`config.mk`:
```
export PLATFORM = sky130hd
export DESIGN_NAME = traffic_light_fsm
export DESIGN_NICKNAME = d
export VERILOG_FILES = /design/src/rtl/traffic_light_fsm.sv
export SDC_FILE = /design/constraint.sdc
export NUM_CORES = 1
export LEC_CHECK = 0
export CORE_AREA = 2 2 39 41
export CTS_CLUSTER_DIAMETER = 120
export CTS_CLUSTER_SIZE = 24
export DETAILED_ROUTE_END_ITERATION = 10
export DIE_AREA = 0 0 41 43
export GPL_TIMING_DRIVEN = 0
export SYNTH_ARGS = -nofsm -noshare
export SYNTH_HDL_FRONTEND = slang
export SYNTH_SLANG_ARGS = --single-unit
```
`constraint.sdc`:
```
create_clock -name clk -period 1.4 [get_ports clk]
set_input_delay 0.42 -clock clk [delete_from_list [all_inputs] [get_ports clk]]
set_output_delay 0.42 -clock clk [all_outputs]
set_load 0.02 [all_outputs]
```
`src/rtl/traffic_light_fsm.sv`:
```
// Six-phase intersection controller that hands each phase length to an external interval timer.
// Define TLC_WALK_EN to build the pedestrian WALK phase and its sticky request latch.
module traffic_light_fsm #(
  parameter logic [3:0] T_BASE = 4'd6,
  parameter logic [3:0] T_EXT  = 4'd3,
  parameter logic [3:0] T_YEL  = 4'd2
) (
  input  logic       clk,
  input  logic       Reset_n,
  input  logic       sensor,
  input  logic       walk_req,
  input  logic       expired,
  output logic [3:0] interval,
  output logic       start_timer,
  output logic [2:0] main_lights,
  output logic [2:0] side_lights,
  output logic       walk
);

  localparam logic [2:0] LAMP_G = 3'b001;
  localparam logic [2:0] LAMP_Y = 3'b010;
  localparam logic [2:0] LAMP_R = 3'b100;

  // Extended side green saturates instead of wrapping to a short interval.
  localparam logic [4:0] SUM_LONG = {1'b0, T_BASE} + {1'b0, T_EXT};
  localparam logic [3:0] T_LONG   = SUM_LONG[4] ? 4'd15 : SUM_LONG[3:0];

  typedef enum logic [2:0] {
    MAIN_GB = 3'd0,
    MAIN_GE = 3'd1,
    MAIN_Y  = 3'd2,
`ifdef TLC_WALK_EN
    WALK    = 3'd3,
`endif
    SIDE_G  = 3'd4,
    SIDE_Y  = 3'd5
  } state_t;

  state_t     state_q, state_d;
  logic [3:0] interval_q, interval_d;
  logic       start_q, start_d;
  logic       init_q;
  logic       advance;

  // A strobe arriving while the timer is being (re)started belongs to the old phase.
  assign advance = expired & ~start_q & ~init_q;

  always_ff @(posedge clk or negedge Reset_n) begin
    if (!Reset_n) begin
      state_q    <= MAIN_GB;
      interval_q <= T_BASE;
      start_q    <= 1'b0;
      init_q     <= 1'b1;
    end else begin
      state_q    <= state_d;
      interval_q <= interval_d;
      start_q    <= start_d;
      init_q     <= 1'b0;
    end
  end

`ifdef TLC_WALK_EN
  logic walk_latch_q, walk_latch_d;

  // A request coinciding with WALK entry must survive the clear.
  assign walk_latch_d = walk_req |
                        (walk_latch_q & ~((state_d == WALK) & (state_q != WALK)));

  always_ff @(posedge clk or negedge Reset_n) begin
    if (!Reset_n) begin
      walk_latch_q <= 1'b0;
    end else begin
      walk_latch_q <= walk_latch_d;
    end
  end
`else
  logic unused_walk_req;
  assign unused_walk_req = walk_req;
`endif

  always_comb begin
    state_d    = state_q;
    interval_d = interval_q;
    start_d    = init_q;
    case (state_q)
      MAIN_GB: if (advance) begin
        state_d    = MAIN_GE;
        interval_d = sensor ? T_EXT : T_BASE;
        start_d    = 1'b1;
      end
      MAIN_GE: if (advance) begin
        state_d    = MAIN_Y;
        interval_d = T_YEL;
        start_d    = 1'b1;
      end
      MAIN_Y: if (advance) begin
`ifdef TLC_WALK_EN
        if (walk_latch_q) begin
          state_d    = WALK;
          interval_d = T_EXT;
        end else
`endif
        begin
          state_d    = SIDE_G;
          interval_d = sensor ? T_LONG : T_BASE;
        end
        start_d = 1'b1;
      end
`ifdef TLC_WALK_EN
      WALK: if (advance) begin
        state_d    = SIDE_G;
        interval_d = sensor ? T_LONG : T_BASE;
        start_d    = 1'b1;
      end
`endif
      SIDE_G: if (advance) begin
        state_d    = SIDE_Y;
        interval_d = T_YEL;
        start_d    = 1'b1;
      end
      SIDE_Y: if (advance) begin
        state_d    = MAIN_GB;
        interval_d = T_BASE;
        start_d    = 1'b1;
      end
      default: begin
        state_d    = MAIN_GB;
        interval_d = T_BASE;
        start_d    = 1'b1;
      end
    endcase
  end

  always_comb begin
    main_lights = LAMP_R;
    side_lights = LAMP_R;
    walk        = 1'b0;
    case (state_q)
      MAIN_GB, MAIN_GE: main_lights = LAMP_G;
      MAIN_Y:           main_lights = LAMP_Y;
`ifdef TLC_WALK_EN
      WALK:             walk = 1'b1;
`endif
      SIDE_G:           side_lights = LAMP_G;
      SIDE_Y:           side_lights = LAMP_Y;
      default:          walk = 1'b0;
    endcase
  end

  assign interval    = interval_q;
  assign start_timer = start_q;

endmodule

```
; ---- After elaboration in Yosys (flattened, before gate mapping)
; Cells that the tools add are included.
[word_totals]
mem_bits_rw = 0
memories = 0
rom_bits = 0
out_inout_bits = 12
regBits = 9
inputBits = 5
wordCells = 41
latchBits = 0
[op_classes]
muxes = 17
n_reduce_logical = 6
bitwise = 4
div_mod_pow = 0
addsub = 0
n_eq_ne = 10
shift = 0
multipliers = 0
magnitude_cmp = 0
[op_table]
columns = op, n
row1 = 4-bit two-way mux, 5
row2 = 3-bit two-way mux, 6
row3 = 4-bit case mux with 4 select lines, 1
row4 = 3-bit case mux with 5 select lines, 1
row5 = 3-bit case mux with 2 select lines, 2
row6 = "2-bit inequality test, second input constant", 5
row7 = "3-bit == test, second input constant", 2
row8 = 5-bit AND reduction, 1
row9 = 5-bit OR reduction, 1
row10 = 4-bit AND reduction, 1
row11 = 2-bit OR reduction, 2
row12 = "3-bit by 1-bit == test with 1-bit output, second input constant", 1
row13 = "3-bit by 2-bit == test with 1-bit output, second input constant", 1
row14 = 3-bit logical NOT, 1
row15 = 1-bit AND, 2
row16 = 1-bit two-way mux, 2
row17 = "2-bit by 1-bit inequality test with 1-bit output, second input constant", 1
row18 = 1-bit inverter, 2

; ---- Depth between registers and ports, before layout
[depth]
depth_word = 5
depth_mapped = 4
ltp_nobuf = 3

; ---- Worst setup path after synthesis
; No wires, ideal clock.
[synth_timing]
path_type = register -> output
from = register state_q[1]
to = output port side_lights[0]
stages_incl_launch_ff = 4
t_required_ns = 0.980
slack_ns = -0.162
t_arrival_ns = 1.142
path_buffers = 1
cell_sequence = dfrtp_1 -> clkbuf_1 -> nand2b_1 -> nor2_1
[synth_via]
elab_chain_len = 2
elab_cells_between_ends = 3
classes_between = eq/ne (2) / mux (1)
[synth_rtl]
columns = item, line
row1 = "start, declared", 39  ; state_t state_q, state_d;
row2 = "start signal, assigned", 55  ; state_q <= state_d;
row3 = 3-bit == test, 138  ; case (state_q)
row4 = 3-bit case mux with 2 select lines (*), 138
row5 = "end, declared", 16  ; output logic [2:0] side_lights,
; Mark *: on every way between the ends. The rest lies on a longest branch, timed or not.

; ---- Final worst setup path
[layout_timing]
from = register state_q[1]
to = output port side_lights[1]
; Same word-level chain as after synthesis.

==> results.txt <==
- Sequential cell area in the final layout: 230 µm²
* Overall global routing resource usage: 15.1%
- Number of search-and-repair iterations in the first detailed-routing pass: 4
- Fraction of the yosys area taken by sequential cells: 51.0%
* Final worst-path cycle share: 112%
- Of all nets on the critical path, the largest fanout is 3.
- The flow ran to the end, but the final reports show violations.
- Global routing used 20.6% of the available met2 tracks.
- Worst path buffer plus inverter count: 2
- Post-layout worst setup margin: -0.173 ns
- Worst VDD drop: 0.889 mV
- Overflow left after global routing: 0
- End-of-flow core utilization: 57.5%
- TritonCTS clock tree: done
* Last weighted congestion value of the routability-driven placer: 0.747
- Total area of multi-input combinational cells: 231 µm²
- After routing the design area is 796 µm².
- The final layout contains 82 nets.
- The clock reaches the later pin of the worst-skew pair after 0.26 ns.
- First-pass GRT wire length: 1660 µm
- Fraction of layout instances using a drive strength above 1: 55.3%
* Die area: 1760 µm²
* Met3 Use GR: 3.14%
* Largest stage delay on the critical path: 0.40 ns
* Total routed wirelength: 1080 µm
- Relative area change from synthesis to final layout: 77.2%
- The count of nets left with antenna violations once routing finished came out at 0.
- The clock passes through at most 2 buffers.
* Detailed Place HPWL: 621 µm
* Netlist cell types: 26
- Required time at the worst-slack endpoint: 0.98 ns
- Dividing the detail-routed wire length by the instance count gives 11.7 µm.
- Yosys printed 0 warnings.
- Gate family responsible for the most delay along the worst path: flip-flops
* Setup crit start kind: flip-flop
* Clk_skew: 0.000691 ns
* Cell area after synthesis: 449 µm²
* Number of H-tree branching levels: 1
- Buffers placed on the I/O ports in this run total 14.
* Critical path arrival: 1.15 ns
- Tightest Hold Check Type: in2reg
- Placed Area: 636 µm²
- Across all layers, the routed design uses 435 vias.
* RSZ-0062 raised after global routing: true
- # fillers: 131
- I/O pins: 17
- The worst setup path is captured at an output port.
- Placed Instances: 76
* Post-Syn Instances: 45
- CTS saw 9 sinks.
- Hold is met by 0.443 ns.
* Cell Rows: 14
- Final Hold Fails: 0
* Achievable clock frequency: 0.636 GHz
* Fraction of synthesis flops using an asynchronous set or reset pin: 100%
* Clock Root Buffer: sky130_fd_sc_hd__clkbuf_4
- Start point of the critical path: state_q[1]
* Avg Inst Size Synth: 9.98 µm²
- Global routing consumed, on the met1 layer, 18.5% of the routing resources.
- After layout, the minimum clock period comes to 1.57 ns.
- Power density cells: 1750 nW/µm²
- Start point of the worst hold path: expired
- The die is 41 µm wide.
- GRT Max-Usage Layer: met2
- In this run the critical register-to-register path is launched from state_q[2].
* Number of buffers created by CTS: 3
- Std-Cell Core Area: 1380 µm²
- Setup violations remaining at the end of the flow were counted as 6.
- Yosys mapped a number of flops with a built-in enable equal to 0.
- After detailed routing, the number of remaining DRC violations is 0.
- Number of register bits inferred by synthesis: 9
* Leading register cell type out of synthesis: sky130_fd_sc_hd__dfrtp_1
- Clock-pin slew was measured on the worst setup and hold paths at 0.06 ns.
* Violated checks: setup timing
- The via count of the first global-routing pass came to 392.
* Leakage power: 0.386 nW
* Antenna violations before repair: 0
- Slew Limit Fails: 0
- The initial utilization of the core area, before any placement, comes to 32.5%.
- Among all stages on the critical path, the largest delay is contributed by sky130_fd_sc_hd__dfrtp_1.
* Final cell count without fillers: 92
* Crit Path Category: reg2out
- The signal on the critical path passes through buf_8 > nand2b_4 > nor2_4 > buf_6.
* Maximum number of pins on one net before global-route repair: 10
- Number of DRC markers in iteration 0: 5
* Antenna fix cells: 0
- Mean number of vias per cell: 4.73
- From bottom edge to top edge, the die measures 43 µm.
* Max Cap Viol: 0
## synth_stat cells (all sizes together) (2+ instances only)
library cell  instances  area, µm²
nand2                 2       7.51
a21oi                 2       10.0
buf                   2       18.8
inv                   5       18.8
dfrtp                 6        150
o21ai                 2       10.0
nor2                  5       18.8
dfstp                 3       78.8
nand3b                2       15.0
## through the flow
| step | setup slack, ns | setup TNS (ns) | total power [W] |
|---|---|---|---|
| finish | -0.173 | -0.878 | 0.00139 |
| global route | -0.222 | -1.12 | 0.00147 |
| CTS | -0.190 | -0.822 | 0.00133 |
| detailed placement | -0.538 | -5.26 | 0.000995 |
| global placement | -0.532 | -5.14 | 0.000991 |
| floorplan | 0.0842 | 0 | 0.000773 |
## where the power goes
| part | internal (W) | total [W] | switching, W |
|---|---|---|---|
| clock network | 0.000110 | 0.000202 | 0.0000918 |
| logic | 0.000399 | 0.000793 | 0.000394 |
| registers | 0.000348 | 0.000399 | 0.0000512 |
| total | 0.000857 | 0.00139 | 0.000537 |
## layout by cell type (no fill, tap or decap), types with 3 or more instances in the layout
master / count
sky130_fd_sc_hd__dfstp_2: 3
sky130_fd_sc_hd__clkbuf_4: 3
sky130_fd_sc_hd__buf_4: 12
sky130_fd_sc_hd__nor2_4: 4
sky130_fd_sc_hd__buf_6: 8
sky130_fd_sc_hd__inv_1: 4
sky130_fd_sc_hd__dfrtp_1: 5
## registers in the layout (all words and copies together), names as in the netlist
name / count
start_timer: 1
init_q: 1
interval: 4
state_q: 3
## worst paths after layout
check	to	slack, ns	cells past startpoint
min in group asynchronous	start_timer	0.45	1
worst min-delay path	start_timer	0.44	2
worst min register to register	interval[3]	0.52	2
worst max register to register	interval[1]	0.11	4
max in group asynchronous	interval[2]	0.63	1
worst max-delay path	side_lights[1]	-0.17	4
## routing by layer
layer  part of all wire [%]  vias to the layer above  wire (µm)
li1                       -                      208          -
met1                     43                      208        469
met2                     48                       13        520
met3                    4.7                        6         51
met4                    3.5                        0         38
met5                      0                        -          0
## cells by family (layout without fill, tap and decap cells)
group | after synthesis | in the layout | synth area share (%)
AND/OR/NAND/NOR | 16 | 16 | 21.2
buffers and inverters | 8 | 38 | 9.19
flip-flops | 9 | 9 | 51.0
other | 1 | 2 | 0.835
XOR/XNOR | 1 | 1 | 1.95
AO/OA/AOI/OAI | 9 | 9 | 13.7
multiplexers | 1 | 1 | 2.23
## timing repair
item,4_1_cts,5_1_grt
pin swaps,1,1
hold buffers,0,0
buffers inserted,9,3
endpoints found under the setup margin,16,9
cloned,0,0
resized for setup,60,6
## layout make-up
| class | count | share of cell area, % |
|---|---|---|
| tap | 16 | 2.52 |
| inverter | 5 | 2.67 |
| sequential | 9 | 28.9 |
| timing repair buffer | 26 | 29.2 |
| multi-input combinational | 29 | 29.1 |
| clock buffer | 4 | 3.30 |
| buffer | 3 | 4.25 |
No activity file was read; power rests on OpenSTA's default activity.
